**config.mk**
```make
export PLATFORM = sky130hd
export DESIGN_NAME = biriscv_inst_encoder
export DESIGN_NICKNAME = d
export VERILOG_FILES = /design/src/rtl/biriscv_inst_encoder.sv
export SDC_FILE = /design/constraint.sdc
export NUM_CORES = 1
export LEC_CHECK = 0
export BUFFER_PORTS_ARGS = -buffer_cell sky130_fd_sc_hd__clkbuf_2
export CELL_PAD_IN_SITES_DETAIL_PLACEMENT = 0
export CELL_PAD_IN_SITES_GLOBAL_PLACEMENT = 2
export CORE_MARGIN = 1
export CORE_UTILIZATION = 38
export DETAILED_ROUTE_END_ITERATION = 8
export PLACE_DENSITY_LB_ADDON = 0.1
export SLEW_MARGIN = 20
export SYNTH_ARGS = -nofsm -noshare
export SYNTH_HDL_FRONTEND = slang
export SYNTH_SLANG_ARGS = --single-unit
```
**constraint.sdc**
```tcl
create_clock -name clk_i -period 8.75 [get_ports clk_i]
set_clock_uncertainty 0.15 [all_clocks]
set_input_delay 0.875 -clock clk_i [delete_from_list [all_inputs] [get_ports clk_i]]
set_output_delay 0.875 -clock clk_i [all_outputs]
set_load 0.1 [all_outputs]
```
**src/rtl/biriscv_inst_encoder.sv**
```systemverilog
// RV32I/M instruction encoder feeding a small output FIFO with push/pop handshakes.
// Define BIRISCV_ENCODER_MULDIV_EN to enable encoding of op 15 (MUL); otherwise it is rejected.
module biriscv_inst_encoder #(
    parameter int DEPTH = 4
) (
    input  logic                     clk_i,
    input  logic                     rst_i,
    input  logic                     req_valid_i,
    output logic                     req_accept_o,
    input  logic [3:0]               req_op_i,
    input  logic [4:0]               req_rd_i,
    input  logic [4:0]               req_rs1_i,
    input  logic [4:0]               req_rs2_i,
    input  logic [31:0]              req_imm_i,
    output logic                     inst_valid_o,
    input  logic                     inst_accept_i,
    output logic [31:0]              inst_opcode_o,
    output logic                     inst_error_o,
    output logic [$clog2(DEPTH):0]   level_o,
    input  logic                     flush_i
);

    localparam int AW = $clog2(DEPTH);
    localparam int LW = AW + 1;
    localparam logic [LW-1:0] DEPTH_L = LW'(DEPTH);

    localparam logic [6:0] OPC_OPIMM  = 7'b0010011;
    localparam logic [6:0] OPC_OP     = 7'b0110011;
    localparam logic [6:0] OPC_LUI    = 7'b0110111;
    localparam logic [6:0] OPC_LOAD   = 7'b0000011;
    localparam logic [6:0] OPC_STORE  = 7'b0100011;
    localparam logic [6:0] OPC_BRANCH = 7'b1100011;
    localparam logic [6:0] OPC_JAL    = 7'b1101111;

    typedef enum logic [3:0] {
        OP_ADDI, OP_SLTI, OP_XORI, OP_ORI, OP_ANDI, OP_SLLI, OP_SRLI, OP_SRAI,
        OP_ADD, OP_SUB, OP_LUI, OP_LW, OP_SW, OP_BEQ, OP_JAL, OP_MUL
    } op_e;

    // Every non-U/J format shares the R-type field boundaries, so one packer covers them all.
    function automatic logic [31:0] pack_r(input logic [6:0] f7, input logic [4:0] f_rs2,
                                           input logic [4:0] f_rs1, input logic [2:0] f3,
                                           input logic [4:0] f_rd, input logic [6:0] opc);
        return {f7, f_rs2, f_rs1, f3, f_rd, opc};
    endfunction

    logic [31:0] mem_q [DEPTH];
    logic [31:0] mem_d [DEPTH];
    logic [AW-1:0] wr_ptr_q, wr_ptr_d, rd_ptr_q, rd_ptr_d;
    logic [LW-1:0] level_q, level_d;
    logic error_q, error_d;

    logic [31:0] enc_word;
    logic        enc_bad;
    logic        imm12_ok, shamt_ok, lui_ok, br_ok, jal_ok;
    logic        push, pop;

    assign imm12_ok = (req_imm_i[31:11] == '0) || (req_imm_i[31:11] == '1);
    assign shamt_ok = (req_imm_i[31:5] == '0);
    assign lui_ok   = (req_imm_i[11:0] == '0);
    assign br_ok    = !req_imm_i[0] && ((req_imm_i[31:12] == '0) || (req_imm_i[31:12] == '1));
    assign jal_ok   = !req_imm_i[0] && ((req_imm_i[31:20] == '0) || (req_imm_i[31:20] == '1));

    always_comb begin
        enc_word = '0;
        enc_bad  = 1'b0;
        case (req_op_i)
            OP_ADDI: begin enc_word = pack_r(req_imm_i[11:5], req_imm_i[4:0], req_rs1_i, 3'b000, req_rd_i, OPC_OPIMM); enc_bad = !imm12_ok; end
            OP_SLTI: begin enc_word = pack_r(req_imm_i[11:5], req_imm_i[4:0], req_rs1_i, 3'b010, req_rd_i, OPC_OPIMM); enc_bad = !imm12_ok; end
            OP_XORI: begin enc_word = pack_r(req_imm_i[11:5], req_imm_i[4:0], req_rs1_i, 3'b100, req_rd_i, OPC_OPIMM); enc_bad = !imm12_ok; end
            OP_ORI:  begin enc_word = pack_r(req_imm_i[11:5], req_imm_i[4:0], req_rs1_i, 3'b110, req_rd_i, OPC_OPIMM); enc_bad = !imm12_ok; end
            OP_ANDI: begin enc_word = pack_r(req_imm_i[11:5], req_imm_i[4:0], req_rs1_i, 3'b111, req_rd_i, OPC_OPIMM); enc_bad = !imm12_ok; end
            OP_SLLI: begin enc_word = pack_r(7'b0000000, req_imm_i[4:0], req_rs1_i, 3'b001, req_rd_i, OPC_OPIMM); enc_bad = !shamt_ok; end
            OP_SRLI: begin enc_word = pack_r(7'b0000000, req_imm_i[4:0], req_rs1_i, 3'b101, req_rd_i, OPC_OPIMM); enc_bad = !shamt_ok; end
            OP_SRAI: begin enc_word = pack_r(7'b0100000, req_imm_i[4:0], req_rs1_i, 3'b101, req_rd_i, OPC_OPIMM); enc_bad = !shamt_ok; end
            OP_ADD:  enc_word = pack_r(7'b0000000, req_rs2_i, req_rs1_i, 3'b000, req_rd_i, OPC_OP);
            OP_SUB:  enc_word = pack_r(7'b0100000, req_rs2_i, req_rs1_i, 3'b000, req_rd_i, OPC_OP);
            OP_LUI:  begin enc_word = {req_imm_i[31:12], req_rd_i, OPC_LUI}; enc_bad = !lui_ok; end
            OP_LW:   begin enc_word = pack_r(req_imm_i[11:5], req_imm_i[4:0], req_rs1_i, 3'b010, req_rd_i, OPC_LOAD); enc_bad = !imm12_ok; end
            OP_SW:   begin enc_word = pack_r(req_imm_i[11:5], req_rs2_i, req_rs1_i, 3'b010, req_imm_i[4:0], OPC_STORE); enc_bad = !imm12_ok; end
            OP_BEQ:  begin
                enc_word = pack_r({req_imm_i[12], req_imm_i[10:5]}, req_rs2_i, req_rs1_i, 3'b000,
                                  {req_imm_i[4:1], req_imm_i[11]}, OPC_BRANCH);
                enc_bad  = !br_ok;
            end
            OP_JAL:  begin
                enc_word = {req_imm_i[20], req_imm_i[10:1], req_imm_i[11], req_imm_i[19:12], req_rd_i, OPC_JAL};
                enc_bad  = !jal_ok;
            end
`ifdef BIRISCV_ENCODER_MULDIV_EN
            OP_MUL:  enc_word = pack_r(7'b0000001, req_rs2_i, req_rs1_i, 3'b000, req_rd_i, OPC_OP);
`else
            OP_MUL:  enc_bad = 1'b1;
`endif
            default: enc_bad = 1'b1;
        endcase
    end

    assign req_accept_o  = (level_q < DEPTH_L) && !flush_i;
    assign inst_valid_o  = (level_q != '0);
    assign inst_opcode_o = mem_q[rd_ptr_q];
    assign inst_error_o  = error_q;
    assign level_o       = level_q;

    assign push = req_valid_i && req_accept_o && !enc_bad;
    assign pop  = inst_valid_o && inst_accept_i;

    always_comb begin
        wr_ptr_d = wr_ptr_q;
        rd_ptr_d = rd_ptr_q;
        level_d  = level_q;
        mem_d    = mem_q;
        error_d  = req_valid_i && req_accept_o && enc_bad;
        // Flush wins over a same-cycle pop; pushes are already blocked by req_accept_o.
        if (flush_i) begin
            wr_ptr_d = '0;
            rd_ptr_d = '0;
            level_d  = '0;
        end else begin
            if (push) begin
                mem_d[wr_ptr_q] = enc_word;
                wr_ptr_d        = wr_ptr_q + 1'b1;
            end
            if (pop) begin
                rd_ptr_d = rd_ptr_q + 1'b1;
            end
            case ({push, pop})
                2'b10:   level_d = level_q + 1'b1;
                2'b01:   level_d = level_q - 1'b1;
                default: level_d = level_q;
            endcase
        end
    end

    always_ff @(posedge clk_i) begin
        if (rst_i) begin
            wr_ptr_q <= '0;
            rd_ptr_q <= '0;
            level_q  <= '0;
            error_q  <= 1'b0;
            mem_q    <= '{default: '0};
        end else begin
            wr_ptr_q <= wr_ptr_d;
            rd_ptr_q <= rd_ptr_d;
            level_q  <= level_d;
            error_q  <= error_d;
            mem_q    <= mem_d;
        end
    end

endmodule

```
After elaboration in Yosys (flattened, before gate mapping). Index checks and enable logic that the tools add are counted.

Flip-flop bits (word level): 136. Output and inout bits: 38. Word-level logic and storage cells: 79.

$add $sub $neg: 4. Magnitude comparators: 4. Equality and inequality tests: 20. Muxes and demuxes: 9. Bitwise gates (word level): 3. Reductions and logical operators: 31.

Operators by type and width (number): $pmux W32 S15 (1); $bwmux W128 (1); $mux W32 (3); $bmux W32 S2 (1); $demux W32 S2 (1); $eq A4 B4 Y1 const B (8); $logic_not A27 Y1 (1); $logic_not A12 Y1 (2); $eq A21 B21 Y1 const B (1); $logic_not A21 Y1 (1); $eq A20 B20 Y1 const B (1); $logic_not A20 Y1 (1); $eq A4 B3 Y1 const B (4); $eq A12 B12 Y1 const B (1); $eq A4 B2 Y1 const B (2); $logic_and A1 B1 Y1 (8); $logic_not A1 Y1 (8); $reduce_or A7 Y1 (1); $ge A3 B3 Y1 const B (2); $not A2 Y3 (2); $pmux W1 S6 (1); $pmux W3 S2 (1); $add A2 B1 Y2 const B (2); $eq A4 B1 Y1 const B (1); other kinds (14) (16).

Depth between registers and ports, before layout.
Depth after elaboration: 9. Gate-level depth with buffers: 13. Mapped depth without buffers: 11.

Worst setup path before layout. OpenSTA, ideal clock, no wires.

Path type: input to register. From: input flush_i. To: register level_q[2] (netlist: level_o[2]). Setup time: 0.070 ns. Data arrival time: 4.135 ns. Slack: 4.395 ns. Cell stages on the path: 11. Path buffers: 0. Cells stage by stage: nor2_1 and2_1 and2_1 nand4_2 or2_2 ha_1 inv_1 fa_1 xor2_1 or3_1 a21oi_1.

Word-level cells in the longest chain between the ends: 6. Elaborated cells between the ends (all ways): 9. Classes of those cells: eq/ne: 2; mux: 1; reduce/logical: 6.

Ends and longest elaborated chain: from (decl) (RTL line 20) `input logic flush_i`; $logic_not A1 Y1 (RTL line 99) `assign req_accept_o = (level_q < DEPTH_L) && !flush_i;`; $logic_and A1 B1 Y1 (RTL line 99); $logic_and A1 B1 Y1 (2 in series) (RTL line 105) `assign push = req_valid_i && req_accept_o && !enc_bad;`; $eq A2 B1 Y1 / $eq A2 B2 Y1 (equally long branches) (RTL line 127) `case ({push, pop})`; $pmux W3 S2 / $reduce_bool A2 Y1 (equally long branches); to (signal assigned) (RTL line 145) `level_q <= level_d;`; to (decl) (RTL line 50) `logic [LW-1:0] level_q, level_d;`.

Parallel ways exist; a longest one is shown, timed or not. A chain may end at the register's enable or synchronous reset.

Final worst setup path.
From: input req_op_i[1]. To: register level_q[2] (netlist: level_o[2]).

Word-level cells in the longest chain between the ends: 7. Elaborated cells between the ends (all ways): 23. Classes of those cells: eq/ne: 15; mux: 2; reduce/logical: 6.

Ends and longest elaborated chain: from (decl) (RTL line 10) `input logic [3:0] req_op_i,`; $eq A4 B4 Y1, or another cell as far along (RTL line 67) `case (req_op_i)`; $reduce_or A7 Y1 (no line) / $reduce_or A3 Y1 (equally long branches); $pmux W1 S6 (*) (RTL line 67); $logic_not A1 Y1 (*) (RTL line 105); $logic_and A1 B1 Y1 (*) (RTL line 105); $eq A2 B1 Y1 / $eq A2 B2 Y1 (equally long branches) (RTL line 127); $pmux W3 S2 / $reduce_bool A2 Y1 (equally long branches).

Mark *: on every way between the ends. The rest lies on a longest branch, timed or not.

==> results.txt <==
Status: completed
WL final: 18.2 mm
Top cells by area, synth: dfxtp_1 38%, mux4_2 10%, mux2i_1 9.9%
Drt drc: 0
Post-synth top cells: 132 x dfxtp_1, 75 x nand2b_1, 68 x mux2i_1
Pins Over Slew Limit: 0
Core Rows: 48
Hold Fails Final Rpt: 0
Synth-to-Final Area Change: 16.6%
Num CTS Buffers: 17
Slowest stage delay, CP: 0.67 ns
GRT Total Usage: 0.207
Synthesized flop and latch total: 132
Die X: 137 um
DR vias: 5,045
Antenna violations before repair: 0
Post-synthesis xor/xnor area fraction: 0.00636
GR peak layer: met2
Die ar.: 18,700 um^2
Post-Synth Adder-Cell Area: 0.0120
Max Root-Sink Buffers: 2
Sequential share of the synthesized area: 0.384
IO Pins: 94
Unique masters post-synth: 51
GR met2 Demand/Resource: 0.332
Most frequent cell after synthesis: dfxtp_1
Core box area: 17,500 um^2
Worst Path Arrival: 4.15 ns
Postcts setup bufs: 0
CTS resizes: 0
PwrDens: 182 nW/um^2
Critical Path RT: 8.95 ns
Synth top area share: 0.384
Die H: 137 um
Maxcap violations: 0
Number of global-route vias before repair: 5,191
Worst-path clk slew: 0.06 ns
Main combinational cell family by area after synthesis: multiplexers
Post-synth EDFFs: 0
Critical-path top delay cell: nor2b_1
Post-route setup slack: 4.80 ns
CTS Root Cell: clkbuf_16
Dpl hpwl: 12.0 mm
Met3 usage: 0.0444
Power, Total: 1.46 mW
Maximum VDD drop: 0.142 mV
CP Launch Type: input port
Fmax: 253 MHz
Cells after Synth: 643
Initial Util: 0.394
CP Class: in2reg
IO buf count: 93
Compound-Gate Fraction of Synth Area: 0.0716
Simple-gate share of the synthesized area: 0.196
Filler Cell Count: 1,682
Final Setup Violations: 0
Global-route wire length before repair: 28.7 mm
Wire length per cell: 19.1 um
Setup TNS: 0 ns
DRT iter0 DRCs: 352
Type of the most critical hold path: reg2reg
Vias per cell: 5.30
Slew margin rel.: 0.436
Placer Congestion: 0.819
Clock sinks: 132
Nets: 775
H-Tree Depth: 4
Pin count of the biggest net entering global routing: 104
LEAKAGE: 3.04 nW
DR pass1 iterations: 5
Asr flop ratio synth: 0
Antenna cell count: 0
Final hold slack: 0.321 ns
Share of cells above drive strength 1: 0.310
Syn_nets: 705
CTS Hold Buffers Added: 0
Yosys warns: 0
RSZ-0062 raised after global routing: false
Mapped Area: 6890 um^2
CP endpoint kind: flop
Syn avg cell area: 10.7 um^2
Worst Tran Pin Value: 0.846 ns
Global route overflow: 0
Clock tree from TritonCTS: yes
Top FF cell, synth: dfxtp_1
Insertion delay to the later sink of the worst-skew pair: 0.42 ns
Period utilisation layout: 0.451
Dpl ws: 4.37 ns
Antenna viol nets, final: 0
Worst-path maximum fanout: 22
Leading area contributor after synthesis: dfxtp_1
Multiplexer area fraction after synthesis: 0.287
M1 GR Usage: 0.278
CP Cell Sequence: clkbuf_2 > and3b_1 > nor2b_1 > a221oi_2 > nand4_2 > or2_2 > ha_1 > inv_1 > fa_1 > xor2_1 > or3_1 > a21oi_1
Min cycle time layout: 3.95 ns
[path summary, 6_finish.rpt]
| path | startpoint | to | slack (ns) | cells after the start |
|---|---|---|---|---|
| worst max-delay path | req_op_i[1] | level_o[2]$_SDFFE_PP0P_ | 4.80 | 12 |
| worst min-delay path | mem_q[22]$_SDFFE_PP0P_ | mem_q[22]$_SDFFE_PP0P_ | 0.32 | 2 |
| worst max register to register | level_o[2]$_SDFFE_PP0P_ | level_o[2]$_SDFFE_PP0P_ | 6.04 | 11 |
| worst min register to register | mem_q[22]$_SDFFE_PP0P_ | mem_q[22]$_SDFFE_PP0P_ | 0.32 | 2 |
[flip-flops by register name, indices dropped and copies added (netlist names)]
| register | count |
|---|---|
| inst_error_o | 1 |
| rd_ptr_q | 2 |
| mem_q | 124 |
| wr_ptr_q | 2 |
| level_o | 3 |
[cell type report]
type	count	area, um^2	area share
sequential	132	2640	0.329
tap	225	282	0.0351
clock inverter	11	149	0.0185
inverter	8	30.0	0.00374
timing repair buffer	100	520	0.0648
clock buffer	21	460	0.0573
multi-input combinational	454	3950	0.491
[per-stage QoR]
step,utilization,cells,instance area (um^2)
after global placement,0.425,919,7420
after CTS,0.460,951,8030
final,0.460,951,8030
after global routing,0.460,951,8030
after floorplan,-,643,6890
after detailed placement,0.425,919,7420
[power by group]
group | total, mW | switching (mW) | leakage [nW] | internal (mW)
logic | 0.123 | 0.0830 | 1.68 | 0.0400
clock network | 0.735 | 0.271 | 0.290 | 0.464
registers | 0.605 | 0.00130 | 1.06 | 0.604
total | 1.46 | 0.355 | 3.04 | 1.11
[metal layers]
metal,part of all wire,vias up
li1,-,2422
met1,0.47,2473
met2,0.47,133
met3,0.048,17
met4,0.012,0
met5,0,-
[placed cells by master, fill, tap and decap left out, types with 3 or more instances in the layout]
cell type	n
a21o_1	5
a21oi_1	9
a222oi_1	4
a22oi_1	17
and2_1	4
buf_4	8
bufinv_16	3
clkbuf_16	17
clkbuf_2	92
clkinvlp_4	3
dfxtp_1	131
ha_1	5
inv_1	8
mux2_1	16
mux2_2	37
mux2i_1	68
mux4_2	31
nand2_1	11
nand2b_1	75
nand4_1	7
nor2_1	32
nor2b_1	57
nor3b_4	4
nor4_1	7
o21ai_0	10
o21ba_2	4
or2_2	14
or3_1	4
xor2_1	3
[critical path: cells and delay by family]
kind | cells | cell delay, ns
buffers and inverters | 2 | 0.39
xor gates and xnor gates | 1 | 0.16
AOI/OAI and AO/OA | 2 | 0.29
adders and majority gates | 2 | 0.55
and+or+nand+nor | 5 | 1.89
[kinds of logic after synthesis]
logic type                 after synthesis
and+or+nand+nor                        224
muxes                                  152
DFF                                    132
AOI/OAI and AO/OA                       67
buffers and inverters                   57
adders and majority gates                6
xor gates and xnor gates                 5
Note: power is estimated with default switching activity, not from simulation.
